**src/rtl/vram_dma_pkg.sv**
```systemverilog
// Shared GPU definitions for the VRAM DMA engine: VRAM geometry, region bounds
// and the transfer state encoding.
package vram_dma_pkg;

  localparam int GPU_VRAM_ADDR_WIDTH = 12;

  // Region bounds are kept as 32-bit values so they compare cleanly against any address width.
  localparam int unsigned PMB_BASE   = 32'h0000_0200;
  localparam int unsigned PMB_LIMIT  = 32'h0000_03FF;
  localparam int unsigned NTBL_BASE  = 32'h0000_0400;
  localparam int unsigned NTBL_LIMIT = 32'h0000_07FF;

  typedef enum logic [1:0] {
    IDLE  = 2'd0,
    FETCH = 2'd1,
    WRITE = 2'd2,
    DONE  = 2'd3
  } dma_state_t;

endpackage

```
**src/rtl/vram_region_decode.sv**
```systemverilog
// Maps a VRAM address onto the PMB / NTBL regions; in_range is low for any
// address outside both.
module vram_region_decode
  import vram_dma_pkg::*;
#(
  parameter int ADDR_WIDTH = GPU_VRAM_ADDR_WIDTH
) (
  input  logic [ADDR_WIDTH-1:0] address,
  output logic                  SELECT_pmb,
  output logic                  SELECT_ntbl,
  output logic                  in_range
);

  logic [31:0] addr_ext;

  assign addr_ext    = 32'(address);
  assign SELECT_pmb  = (addr_ext >= PMB_BASE)  && (addr_ext <= PMB_LIMIT);
  assign SELECT_ntbl = (addr_ext >= NTBL_BASE) && (addr_ext <= NTBL_LIMIT);
  assign in_range    = SELECT_pmb || SELECT_ntbl;

endmodule

```
**src/rtl/vram_dma.sv**
```systemverilog
// Byte-wide DMA from a 16-bit source bus into VRAM, writing only while vblank
// is high and only into the PMB / NTBL regions.
module vram_dma
  import vram_dma_pkg::*;
#(
  parameter int VRAM_ADDR_WIDTH = GPU_VRAM_ADDR_WIDTH,
  parameter int LEN_WIDTH       = 11
) (
  input  logic                       cpu_clk,
  input  logic                       rst,
  input  logic                       start,
  input  logic                       abort,
  input  logic [15:0]                cfg_src,
  input  logic [VRAM_ADDR_WIDTH-1:0] cfg_dst,
  input  logic [LEN_WIDTH-1:0]       cfg_len,
  input  logic                       vblank,
  output logic                       src_req,
  output logic [15:0]                src_addr,
  input  logic                       src_ack,
  input  logic [7:0]                 src_data,
  output logic [VRAM_ADDR_WIDTH-1:0] vram_address,
  output logic [7:0]                 data_out,
  output logic                       write_enable,
  output logic                       SELECT_pmb,
  output logic                       SELECT_ntbl,
  output logic                       busy,
  output logic                       done,
  output logic                       err
);

  dma_state_t           state;
  dma_state_t           next_state;
  logic [LEN_WIDTH-1:0] remaining;

  logic latch_cfg;
  logic capture;
  logic advance;
  logic set_err;

  logic dec_pmb;
  logic dec_ntbl;
  logic dst_in_range;

  vram_region_decode #(
    .ADDR_WIDTH (VRAM_ADDR_WIDTH)
  ) u_decode (
    .address     (vram_address),
    .SELECT_pmb  (dec_pmb),
    .SELECT_ntbl (dec_ntbl),
    .in_range    (dst_in_range)
  );

  always_ff @(posedge cpu_clk or negedge rst) begin
    if (!rst) begin
      state <= IDLE;
    end else begin
      state <= next_state;
    end
  end

  always_comb begin
    next_state   = state;
    latch_cfg    = 1'b0;
    capture      = 1'b0;
    advance      = 1'b0;
    set_err      = 1'b0;
    src_req      = 1'b0;
    write_enable = 1'b0;
    busy         = 1'b0;
    done         = 1'b0;

    case (state)
      IDLE: begin
        if (start) begin
          if (cfg_len != '0) begin
            latch_cfg  = 1'b1;
            next_state = FETCH;
          end else begin
            next_state = DONE;
          end
        end
      end
      FETCH: begin
        src_req = 1'b1;
        busy    = 1'b1;
        if (src_ack) begin
          capture    = 1'b1;
          next_state = WRITE;
        end
      end
      WRITE: begin
        busy = 1'b1;
        // An out-of-range destination ends the transfer whether or not vblank is up.
        if (!dst_in_range) begin
          set_err    = 1'b1;
          next_state = DONE;
        end else if (vblank) begin
          write_enable = 1'b1;
          advance      = 1'b1;
          next_state   = (remaining > LEN_WIDTH'(1)) ? FETCH : DONE;
        end
      end
      DONE: begin
        done       = 1'b1;
        next_state = IDLE;
      end
      default: next_state = IDLE;
    endcase

    // Abort wins over everything: the strobe, the completion pulse and any pending update are dropped.
    if (abort && (state != IDLE)) begin
      next_state   = IDLE;
      capture      = 1'b0;
      advance      = 1'b0;
      set_err      = 1'b0;
      write_enable = 1'b0;
      done         = 1'b0;
    end
  end

  always_ff @(posedge cpu_clk or negedge rst) begin
    if (!rst) begin
      src_addr     <= '0;
      vram_address <= '0;
      remaining    <= '0;
      data_out     <= '0;
      err          <= 1'b0;
    end else begin
      if (latch_cfg) begin
        src_addr     <= cfg_src;
        vram_address <= cfg_dst;
        remaining    <= cfg_len;
        err          <= 1'b0;
      end
      if (capture) begin
        data_out <= src_data;
      end
      if (advance) begin
        src_addr     <= src_addr + 16'd1;
        vram_address <= vram_address + VRAM_ADDR_WIDTH'(1);
        remaining    <= remaining - LEN_WIDTH'(1);
      end
      if (set_err) begin
        err <= 1'b1;
      end
    end
  end

  assign SELECT_pmb  = write_enable && dec_pmb;
  assign SELECT_ntbl = write_enable && dec_ntbl;

endmodule

```
**config.mk**
```make
export PLATFORM = sky130hd
export DESIGN_NAME = vram_dma
export DESIGN_NICKNAME = d
export VERILOG_FILES = /design/src/rtl/vram_dma_pkg.sv /design/src/rtl/vram_region_decode.sv /design/src/rtl/vram_dma.sv
export SDC_FILE = /design/constraint.sdc
export NUM_CORES = 1
export LEC_CHECK = 0
export ABC_AREA = 1
export CAP_MARGIN = 20
export CORE_MARGIN = 8
export CORE_UTILIZATION = 45
export DETAILED_ROUTE_END_ITERATION = 10
export PLACE_DENSITY = 0.83
export SETUP_SLACK_MARGIN = 0.5
export SLEW_MARGIN = 20
export SYNTH_ARGS = -nofsm -noshare
export SYNTH_HDL_FRONTEND = slang
export SYNTH_SLANG_ARGS = --single-unit
```
**constraint.sdc**
```tcl
create_clock -name cpu_clk -period 4.95 [get_ports cpu_clk]
set_clock_uncertainty 0.1 [all_clocks]
set_input_delay 0.495 -clock cpu_clk [delete_from_list [all_inputs] [get_ports cpu_clk]]
set_output_delay 0.495 -clock cpu_clk [all_outputs]
set_load 0.005 [all_outputs]
```
==> tab_implementation.tex <==
\begin{tabular}{lr}
\hline
Metric & Value \\
\hline
\multicolumn{2}{l}{\textbf{CTS}} \\
\quad Sink count of the clock tree & 50 \\
\quad Hold-fix buffers, CTS & 0 \\
\quad Buffer cell driving the clock tree root & clkbuf\_8 \\
\quad Clock-pin transition on the worst setup and hold timing paths & 0.09 ns \\
\quad \# H-tree levels & 2 \\
\quad Clock buffer depth & 2 \\
\quad Count of buffers added by post-CTS timing repair for setup & 0 \\
\quad Number of buffers added by the clock tree synthesis step & 5 \\
\quad Clock tree from TritonCTS & built \\
\quad Cts repair resizes & 0 \\
\quad Latest clock arrival within the worst-skew pair & 0.30 ns \\
\multicolumn{2}{l}{\textbf{Worst setup path}} \\
\quad Data required time of the worst path & 4.36 ns \\
\quad CP bufs+invs & 4 \\
\quad Data arrival time of the worst path & 2.72 ns \\
\quad Capture point of the worst reg-to-reg path & src\_addr[12] \\
\quad Startpoint of the worst register-to-register path & state[1] \\
\quad Worst setup path startpoint & state[1] \\
\quad Worst R2R Setup Slack & 1.79 ns \\
\quad Top fanout value on the critical path & 39 \\
\quad Worst Reg2Reg Path Length in Cells & 11 \\
\quad End point of the critical path & write\_enable \\
\quad Critical Path Source Type & flop \\
\quad Endpoint class of the critical path & primary output \\
\quad Family with the most delay on the worst path & buffers and inverters \\
\quad Crit. path cell count & 8 \\
\quad Standard cell with the maximum stage delay on the critical path & clkdlybuf4s50\_1 \\
\quad Category of the critical setup timing path & reg -> out \\
\quad Peak per-stage delay on the critical path & 0.59 ns \\
\quad Critical path, cell by cell & inv\_1 > ha\_1 > inv\_2 > nand2\_2 > nand3\_2 > nor2\_4 > buf\_4 > clkdlybuf4s50\_1 \\
\multicolumn{2}{l}{\textbf{Placed design}} \\
\quad Placement Cell Area & 4488 µm² \\
\quad Worst slack after detailed placement & 1.757 ns \\
\quad Post-detailed-placement half-perimeter wirelength & 7.364 mm \\
\quad \# port buffers & 95 \\
\quad Final weighted congestion in routability-driven placement & 0.9022 \\
\multicolumn{2}{l}{\textbf{Floorplan}} \\
\quad Floorplan core area & 7647 µm² \\
\quad Width of the die & 104.2 µm \\
\quad Die outline height & 104.2 µm \\
\quad Initial core utilization & 0.4573 \\
\quad Placement row count & 32 \\
\quad Die Area & 10850 µm² \\
\quad Io pins & 96 \\
\multicolumn{2}{l}{\textbf{Logic synthesis}} \\
\quad Top cells by area, synth & dfrtp\_1 36\%, nand2\_1 25\%, nand3\_1 7.9\% \\
\quad Netlist area before placement & 3497 µm² \\
\quad Share of the synthesized area in the top cell type & 0.3578 \\
\quad Total of warnings raised by yosys & 0 \\
\quad Nets in the synthesized netlist & 601 \\
\quad Fraction of the yosys area taken by sequential cells & 0.3578 \\
\quad Per-instance average area after synthesis & 6.488 µm² \\
\quad Library cell occupying the most area in the post-synthesis netlist & dfrtp\_1 \\
\quad Post-Synthesis Cells & 539 \\
\quad Unique masters post-synth & 29 \\
\quad \#FFs+latches synth & 50 \\
\multicolumn{2}{l}{\textbf{Route}} \\
\quad First-pass iteration count of the detailed router & 5 \\
\quad Total length of routed wires & 9.843 mm \\
\quad Via/cell ratio & 5.070 \\
\quad Violation count after the first detailed-routing iteration & 273 \\
\quad DRC violations left & 0 \\
\quad Routed wirelength normalized by instance count & 13.48 µm \\
\quad Antenna violation net count after detailed routing & 0 \\
\quad Vias after detailed routing & 3701 \\
\multicolumn{2}{l}{\textbf{Global route}} \\
\quad Global Route Usage Sum & 0.1772 \\
\quad Leftover overflow at the end of global routing & 0 \\
\quad Vias in the first global route & 3665 \\
\quad Global-route wire length before repair & 16.49 mm \\
\quad Number of antenna violations at the first check in global routing & 0 \\
\quad Largest net degree at the start of global routing & 51 \\
\multicolumn{2}{l}{\textbf{Timing}} \\
\quad Maximum clock frequency & 301.8 MHz \\
\quad Worst slew margin relative to its limit & 0.4011 \\
\quad Final number of hold-violating endpoints & 0 \\
\quad Post-route minimum period & 3.313 ns \\
\quad Share of the clock period used by the worst path after layout & 0.6694 \\
\quad Number of pins exceeding their max-slew limit in the final report & 0 \\
\quad Post-route worst setup slack & 1.637 ns \\
\quad Least-Margin Pin Slew & 0.8952 ns \\
\quad RSZ-0062 raised after global routing & false \\
\quad Count of endpoints failing setup in the final report & 0 \\
\quad Aggregate negative setup slack & 0 ns \\
\multicolumn{2}{l}{\textbf{Final layout}} \\
\quad Signed area change from the synthesized netlist to the final layout & 30.95\% \\
\quad Area taken by flip-flops and latches & 1251 µm² \\
\quad \# diodes & 0 \\
\quad Summed area of non-filler cells in the final layout & 4579 µm² \\
\quad Share of layout cells above drive strength 1 & 0.04777 \\
\quad Net count of the finished layout & 689 \\
\quad Area of the multi-input gates & 1959 µm² \\
\quad Number of inserted filler cells in the final layout & 692 \\
\multicolumn{2}{l}{\textbf{Pwr}} \\
\quad Ratio of total power to cell area & 510.4 nW/µm² \\
\quad Worst vdd ir & 0.2857 mV \\
\quad Leakage power & 2.219 nW \\
\multicolumn{2}{l}{\textbf{Outcome}} \\
\quad Status & finished clean \\
\multicolumn{2}{l}{\textbf{Min path}} \\
\quad Type of the worst min-delay path & in -> async \\
\multicolumn{2}{l}{\textbf{Flow run}} \\
\quad Count of max-cap constraint violations & 0 \\
\hline
\end{tabular}
-- power by group --
part | total, mW | internal [mW] | switching, mW | leakage [nW]
Combinational | 1.23 | 0.596 | 0.631 | 1.56
Sequential | 0.858 | 0.607 | 0.251 | 0.615
Clock | 0.252 | 0.113 | 0.139 | 0.0482
-- cell usage after synthesis --
cell and instances:
buf_4 4, clkbuf_1 4, mux2_2 8, inv_6 1, nand3_2 2, buf_2 6, xor2_1 1, nand2_2 3
o21bai_1 2, o21ai_2 1, dfrtp_1 50, nor4_1 1, nand3_1 55, and2_1 1, nand4_1 19, nor2_4 1
inv_2 2, nor3_1 3, xnor2_1 2, nor2_1 49, nand2_1 234, o21ai_0 15, a21oi_1 2, ha_1 9
buf_6 2, a21o_1 2, inv_1 46, or2_2 2, o21ai_1 12
-- how the worst min path moves through the flow --
stage / startpoint / end / depth (start not counted)
global route: rst / src_addr[15] / 2
CTS: rst / data_out[2] / 2
detailed placement: err / err / 2
finish: rst / data_out[2] / 2
global placement: err / err / 2
floorplan: rst / data_out[0] / 0
-- through the flow --
stage | power (mW) | utilization | hold WS, ns | cells
after floorplan | 1.529 | - | 0.09941 | 539
after global placement | 2.035 | 0.5869 | 0.3620 | 722
after detailed placement | 2.082 | 0.5869 | 0.3707 | 722
after CTS | 2.340 | 0.5988 | 0.2203 | 730
after global routing | 2.545 | 0.5988 | 0.2544 | 730
final | 2.337 | 0.5988 | 0.1937 | 730
-- state kept, by name (all words and copies together) (netlist names) --
signal / count
state: 2
data_out: 8
vram_address: 12
err: 1
src_addr: 16
remaining: 11
-- layout make-up --
cell class	count	share of cell area
Inverter	49	0.04126
Sequential cell	50	0.2732
Tap cell	102	0.02787
Timing Repair Buffer	97	0.2098
Clock inverter	1	0.001093
Multi-Input combinational cell	424	0.4279
Clock buffer	7	0.01885
-- cells in the final DEF, fill, tap and decap left out --
master and instances:
inv_6 1, o21ai_0 15, nor4_1 1, nand2_2 3, a21o_1 2, nand3_1 55, nor3_1 3, clkdlybuf4s50_1 94
nand4_1 19, a21oi_1 2, o21ai_1 12, inv_1 46, o21ai_2 1, inv_2 2, nand2_1 234, o21bai_1 2
nand3_2 2, clkbuf_1 1, ha_1 9, clkbuf_8 6, clkinv_2 1, or2_2 2, nor2_1 49, buf_4 2
nor2_4 1, mux2_2 8, buf_2 1, and2_1 1, xor2_1 1, dfrtp_1 50, xnor2_1 2
-- worst reg2reg max path, delay by kind of cell, from the launching register on --
kind | cells | cell delay (ns)
flops | 1 | 0.41
buf+inv | 4 | 1.14
fa+ha+maj | 1 | 0.33
simple gates | 6 | 1.14
-- layer usage --
layer  vias up  global-route usage  share of wire
li1       1889                   -              -
met1      1678              0.2120           0.45
met2       125              0.3107           0.48
met3         9             0.05019          0.067
met4         0             0.03102          0.012
met5         -                   0              0
-- cells by family after synthesis --
kind of cell / Yosys count / share of synthesized area
simple gates: 370 / 0.4422
flops: 50 / 0.3578
fa+ha+maj: 9 / 0.03220
compound gates: 34 / 0.05259
buf+inv: 65 / 0.08193
mux: 8 / 0.02576
xor+xnor: 3 / 0.007515
Power figures use the tool's default switching activity.
